### src/rtl/word_pack_pkg.sv
// Shared types and constants for the byte-to-word packer.
package word_pack_pkg;

  localparam int unsigned BYTE_W = 8;
  localparam int unsigned WORD_W = 16;

  typedef enum logic [1:0] {
    StEmpty = 2'd0,
    StHalf  = 2'd1,
    StFull  = 2'd2
  } state_e;

  // Combine two bytes in acceptance order; msb_first puts the first byte in the upper half.
  function automatic logic [WORD_W-1:0] pack_word(input logic              msb_first,
                                                  input logic [BYTE_W-1:0] first,
                                                  input logic [BYTE_W-1:0] second);
    return msb_first ? {first, second} : {second, first};
  endfunction

endpackage

### src/rtl/word_pack.sv
// Byte-to-word assembler: pairs consecutive accepted bytes into 16-bit words on a
// valid/ready output and counts completed output handshakes.
// Optional feature macro: WORD_PACK_FLUSH_EN adds flush/out_partial to emit a held
// half word padded with PAD.
module word_pack
  import word_pack_pkg::*;
#(
  parameter bit                MSB_FIRST = 1'b1,
  parameter logic [BYTE_W-1:0] PAD       = 8'h00
) (
  input  logic              clk,
  input  logic              rst,
  input  logic              in_valid,
  output logic              in_ready,
  input  logic [BYTE_W-1:0] in_data,
  output logic              out_valid,
  input  logic              out_ready,
  output logic [WORD_W-1:0] out_data,
`ifdef WORD_PACK_FLUSH_EN
  input  logic              flush,
  output logic              out_partial,
`endif
  output logic [WORD_W-1:0] word_count
);

  state_e            state_q, state_d;
  logic [BYTE_W-1:0] hold_q, hold_d;
  logic [WORD_W-1:0] data_q, data_d;
  logic [WORD_W-1:0] word_count_q, word_count_d;
  logic              in_acc, out_hs;
`ifdef WORD_PACK_FLUSH_EN
  logic              partial_q, partial_d;
`endif

  // Ready depends only on state and out_ready, never on the input side.
  assign out_valid  = (state_q == StFull);
  assign in_ready   = (state_q != StFull) || out_ready;
  assign in_acc     = in_valid && in_ready;
  assign out_hs     = out_valid && out_ready;
  assign out_data   = data_q;
  assign word_count = word_count_q;
`ifdef WORD_PACK_FLUSH_EN
  assign out_partial = partial_q;
`endif

  // Next-state logic: pairing FSM, hold byte, output word and handshake counter.
  always_comb begin
    state_d      = state_q;
    hold_d       = hold_q;
    data_d       = data_q;
    word_count_d = word_count_q;
`ifdef WORD_PACK_FLUSH_EN
    partial_d    = partial_q;
`endif
    if (out_hs) begin
      word_count_d = word_count_q + 16'd1;
    end
    unique case (state_q)
      StEmpty: begin
        if (in_acc) begin
          hold_d  = in_data;
          state_d = StHalf;
        end
      end
      StHalf: begin
        if (in_acc) begin
          data_d  = pack_word(MSB_FIRST, hold_q, in_data);
          state_d = StFull;
`ifdef WORD_PACK_FLUSH_EN
          partial_d = 1'b0;
        end else if (flush) begin
          // An accepted byte takes priority; flush only closes an idle half word.
          data_d    = pack_word(MSB_FIRST, hold_q, PAD);
          state_d   = StFull;
          partial_d = 1'b1;
`endif
        end
      end
      StFull: begin
        if (out_hs) begin
`ifdef WORD_PACK_FLUSH_EN
          partial_d = 1'b0;
`endif
          // A byte accepted during the drain starts the next pair immediately.
          if (in_acc) begin
            hold_d  = in_data;
            state_d = StHalf;
          end else begin
            state_d = StEmpty;
          end
        end
      end
      default: state_d = StEmpty;
    endcase
  end

  // State registers with asynchronous active-high reset.
  always_ff @(posedge clk or posedge rst) begin
    if (rst) begin
      state_q      <= StEmpty;
      hold_q       <= '0;
      data_q       <= '0;
      word_count_q <= '0;
`ifdef WORD_PACK_FLUSH_EN
      partial_q    <= 1'b0;
`endif
    end else begin
      state_q      <= state_d;
      hold_q       <= hold_d;
      data_q       <= data_d;
      word_count_q <= word_count_d;
`ifdef WORD_PACK_FLUSH_EN
      partial_q    <= partial_d;
`endif
    end
  end

endmodule

### config.mk
export PLATFORM = sky130hd
export DESIGN_NAME = word_pack
export DESIGN_NICKNAME = d
export VERILOG_FILES = /design/src/rtl/word_pack_pkg.sv /design/src/rtl/word_pack.sv
export SDC_FILE = /design/constraint.sdc
export NUM_CORES = 1
export LEC_CHECK = 0
export CAP_MARGIN = 20
export CORE_MARGIN = 3
export CORE_UTILIZATION = 45
export CTS_CLUSTER_DIAMETER = 80
export DETAILED_ROUTE_END_ITERATION = 12
export GPL_ROUTABILITY_DRIVEN = 0
export HOLD_SLACK_MARGIN = 0.06
export PLACE_DENSITY = 0.76
export SYNTH_ARGS = -nofsm -noshare
export SYNTH_HDL_FRONTEND = slang
export SYNTH_SLANG_ARGS = --single-unit
### constraint.sdc
create_clock -name clk -period 1.75 [get_ports clk]
set_clock_uncertainty 0.2 [all_clocks]
set_input_delay 0.2625 -clock clk [delete_from_list [all_inputs] [get_ports clk]]
set_output_delay 0.2625 -clock clk [all_outputs]
set_load 0.02 [all_outputs]
* Word-level counts from Yosys, hierarchy flattened
Index checks and enable logic that the tools add are counted.
** Cells by class
- Div/mod/pow operators :: 0
- Reduce and logical (&&, ||, !) cells :: 8
- Equal/unequal tests :: 6
- Add/sub/neg operators :: 1
- Shifts and indexed selects :: 0
- Muxes and demuxes :: 8
- Order comparisons :: 0
- Bitwise logic cells :: 0
- $mul :: 0
** Operators by type and width (count)
- 16-bit by 1-bit adder with 16-bit output (second input constant) :: 1
- 8-bit 2-to-1 mux :: 2
- 8-bit one-hot mux with 2 select lines :: 1
- 2-bit 2-to-1 mux :: 3
- 2-bit != test (second input constant) :: 3
- 2-bit one-hot mux with 3 select lines :: 1
- 2-bit AND reduction :: 2
- 3-bit AND reduction :: 1
- 2-bit by 1-bit == test with 1-bit output (second input constant) :: 1
- 2-bit == test (second input constant) :: 1
- 1-bit logical AND :: 2
- 2-bit logical NOT :: 1
- 2-bit by 1-bit != test with 1-bit output (second input constant) :: 1
- 2-bit nonzero test :: 1
- 1-bit logical OR :: 1
- 1-bit 2-to-1 mux :: 1
** Storage, ports and cells
- Bits in writable memories :: 0
- Latch bits :: 0
- Logic and storage cells :: 27
- Memories kept :: 0
- Bits in registers :: 42
- Memory bits (read-only) :: 0

* Depth between registers and ports, before layout
Gate-level depths: netlist of run 1.
- Word-level depth :: 6
- Depth in mapped cells :: 4
- Depth with buffers taken out :: 4

* Least setup slack after synthesis of run 1
No wires, ideal clock.
- Path kind :: register -> register
- Start :: register word_count_q[2] (netlist: word_count[2])
- End :: register word_count_q[15] (netlist: word_count[15])
- Required time :: 1471 ps
- Arrival :: 1335 ps
- Library setup time :: 79 ps
- Slack :: 135 ps
- Clock period less this slack :: 1615 ps
- Cell stages (with the launch flop) :: 5
- Cell sequence :: dfrtp_1 -> and4b_2 -> nand4_4 -> nor4_4 -> xor2_1
** On the way
- Longest elaborated chain between the ends :: 1
** Ends and longest elaborated chain
- from (decl) :: RTL line word_pack.sv:29 : logic [WORD_W-1:0] word_count_q, word_count_d;
- from (signal assigned) :: RTL line word_pack.sv:111 : word_count_q <= word_count_d;
- 16-bit by 1-bit adder with 16-bit output :: RTL line word_pack.sv:56 : word_count_d = word_count_q + 16'd1;
No other way between the ends.
A chain may end at the register's enable or synchronous reset.

* Worst setup path in the final report of run 1
- Start :: register data_q[5] (netlist: out_data[5])
- End :: output port out_data[5]
** RTL lines
- from (decl) :: RTL line word_pack.sv:28 : logic [WORD_W-1:0] data_q, data_d;
- from (signal assigned) :: RTL line word_pack.sv:110 : data_q <= data_d;
- to (decl) :: RTL line word_pack.sv:18 : output logic [WORD_W-1:0] out_data,
No word-level cell between the ends.

==> flow_summary_export.csv, run 1 <==
group,metric,value,unit
floorplanning,die_x,67.6,µm
clocking,cts_buffers,5,
run_status,status,"finished, final reports clean",
setup_path,end_kind,"output pin",
global_route,grt_max_degree,24,
pwr,leakage,1.28,nW
floorplanning,die_h,67.6,µm
synthesis,synthTopCellsByArea,"dfrtp_1 61%, mux2_2 16%, xnor2_1 4.1%",
global_route,grt_first_pass_wirelength,5470,µm
clocking,cts_hold_buf,0,
timing,setup_viol,0,
floorplanning,rows,21,
synthesis,synth_edf_count,0,
timing,worst_pin_slew,303,ps
synthesis,synth.ff_latch_count,42,
setup_path,r2r_start,"state_q[1]$_DFFE_PP0P_",
synthesis,synth_seq_area_share,0.615,
floorplanning,start_util,0.489,
setup_path,worstPathArrival,1240,ps
clocking,cts_buffer_depth,2,
clocking,htreeDepth,2,
clocking,path_clk_slew,70,ps
global_route,grt_usage,0.166,
synthesis,ys_warn_count,0,
setup_path,worstPathMaxFanout,2,
layout,utilization,0.716,
timing,slew_violations,0,
synthesis,yosys.area.top_type,"dfrtp_1",
floorplanning,dieArea,4570,µm²
synthesis,syn-cell-area,1710,µm²
setup_path,cpPeakStageDelay,610,ps
synthesis,syn_area_per_cell,13.9,µm²
setup_path,slowest_stage,"clkdlybuf4s50_1",
floorplanning,ios,46,
setup_path,cp_top_family,"buffers and inverters",
detailed_routing,wirelength,3320,µm
layout,nets,201,
pwr,ir_worst_vdd,1090,µV
placed_design,dp_slack,-387,ps
layout,n_antenna_cell,0,
clocking,root_buffer,"clkbuf_8",
timing,period_minus_slack,1700,ps
pwr,p_per_area,1490,nW/µm²
setup_path,path_class,"reg2out",
layout,syn2layout_area_growth,46.4,%
synthesis,synth_nets,136,
setup_path,worstSetupStartpointType,"flip-flop",
synthesis,synth_cells,123,
timing,fmax,588,MHz
clocking,cts_tree,"done",
clocking,insertion_delay,290,ps
timing,setup_tns,0,ps
floorplanning,core-area,3490,µm²
synthesis,synth_top_area_share,0.615,
job,cap_viol_max_count,0,
placed_design,placed_cell_area,2330,µm²
setup_path,cp_num_buf_inv,1,
synthesis,ys.flop_type,"dfrtp_1",
detailed_routing,vias_per_cell,4.92,
detailed_routing,ant_nets,0,
timing,setup_ws,47.9,ps
layout,finalInstanceArea,2500,µm²
timing,rsz0062_at_grt,"yes",
synthesis,async_flop_share,1.00,
global_route,grt_pass1_vias,1198,
timing,finalHoldViolations,0,
synthesis,synth_cell_types,22,
timing,slew_headroom,0.798,
global_route,grt_antenna_before_repair,0,
pwr,total_power,0.00373,W
layout,drive_above_1_share,0.324,
detailed_routing,route.detailed.drc,0,
placed_design,port_buffers,45,
setup_path,ff2ff_setup_slack,100,ps
hold_path,hp-class,"in2async",
detailed_routing,dr.first_iter.drc_count,41,
detailed_routing,wire_per_inst,14.2,µm
setup_path,reg2reg_depth,6,
global_route,grt.overflow.total,0,
setup_path,r2r-end,"word_count[14]$_DFFE_PP0P_",
placed_design,detailed_place_hpwl,2430,µm
detailed_routing,vias,1151,
clocking,clock_sinks,42,
setup_path,path_cells,"clkdlybuf4s50_1",
timing,min_period_over_period,0.973,
detailed_routing,firstDrtPassIters,3,
setup_path,worst_ep_required_time,1290,ps
[worst max-delay path by stage]
stage                                       to                 startpoint  depth (start not counted)
floorplan           word_count[15]$_DFFE_PP0P_  word_count[2]$_DFFE_PP0P_                          4
global placement                      in_ready                  out_ready                          3
detailed placement                    in_ready                  out_ready                          3
CTS                                   in_ready     state_q[1]$_DFFE_PP0P_                          3
global route        word_count[12]$_DFFE_PP0P_     state_q[1]$_DFFE_PP0P_                          6
finish                             out_data[5]    out_data[5]$_DFFE_PP0P_                          1
[registers in the layout (all words and copies together), names as in the netlist]
| register | count |
|---|---|
| out_data | 16 |
| word_count | 16 |
| hold_q | 8 |
| state_q | 2 |
[where the power goes]
| part | leakage [nW] | internal [W] | switching (W) |
|---|---|---|---|
| clock | 0.0573 | 0.000456 | 0.000302 |
| combinational | 0.713 | 0.000794 | 0.000658 |
| sequential | 0.510 | 0.00131 | 0.000207 |
| total | 1.28 | 0.00256 | 0.00117 |
[cells in the final DEF (no fill, tap or decap), drive strengths merged, types with 2 or more instances in the layout]
cell,count
buf,16
clkbuf,6
clkdlybuf4s50,15
dfrtp,42
dlygate4sd2,13
dlymetal6s2s,15
inv,6
mux2,25
nand2,5
nand3,7
nand4,2
nor2,9
nor3,3
xnor2,8
xor2,7
[cells in the mapped netlist, types with 3 or more instances]
library cell / count
nand3_1: 6
mux2_2: 25
nand2_1: 5
dfrtp_1: 42
xnor2_1: 8
inv_1: 6
nor3_1: 3
xor2_1: 7
nor2_1: 8
[tightest hold or removal path, stage by stage]
cell and delay (ps):
clkdlybuf4s50_1 390, inv_1 70, buf_4 260
[layout make-up]
cell class / count / area, µm²
Sequential cell: 42 / 1050
Fill cell: 261 / 992
Multi-Input combinational cell: 74 / 657
Timing Repair Buffer: 59 / 602
Clock buffer: 6 / 82.6
Tap cell: 46 / 57.6
Clock inverter: 1 / 30.0
Inverter: 6 / 22.5
[metal layers]
metal | up-vias | GRT usage | routed length (µm)
met1 | 563 | 0.189 | 1310
met5 | - | 0 | 0
met4 | 0 | 0.0532 | 34
li1 | 550 | - | -
met2 | 35 | 0.277 | 1680
met3 | 3 | 0.0765 | 286
[timing repair]
action	4_1_cts	5_1_grt
pin swaps	2	3
hold endpoints to repair	0	0
gates resized for setup	23	22
setup endpoints to repair	18	20
buffers inserted	0	2
[cell families (layout without fill, tap and decap cells)]
group	Yosys count	in the layout	share of synthesized area
AOI/OAI and AO/OA	2	2	0.00805
xor gates and xnor gates	15	15	0.0769
adders and majority gates	1	1	0.00732
buffers and inverters	7	72	0.0161
DFF	42	42	0.615
muxes	25	25	0.165
and+or+nand+nor	31	31	0.112
[stage by stage]
step | std cells | hold WS [ps]
after floorplan | 123 | 213
after global routing | 234 | 166
after CTS | 232 | 104
after detailed placement | 225 | 256
after global placement | 225 | 254
final | 234 | 111
Power figures use the tool's default switching activity.
==> run 2: changes to the inputs <==
--- a/config.mk
+++ b/config.mk
@@ -5,6 +5,7 @@
 export SDC_FILE = /design/constraint.sdc
 export NUM_CORES = 1
 export LEC_CHECK = 0
+export ABC_CLOCK_PERIOD_IN_PS = 1750
 export CAP_MARGIN = 20
 export CORE_MARGIN = 3
 export CORE_UTILIZATION = 45
==> results of run 2 <==
The final DEF is identical to that of run 1; final timing and power are the same.
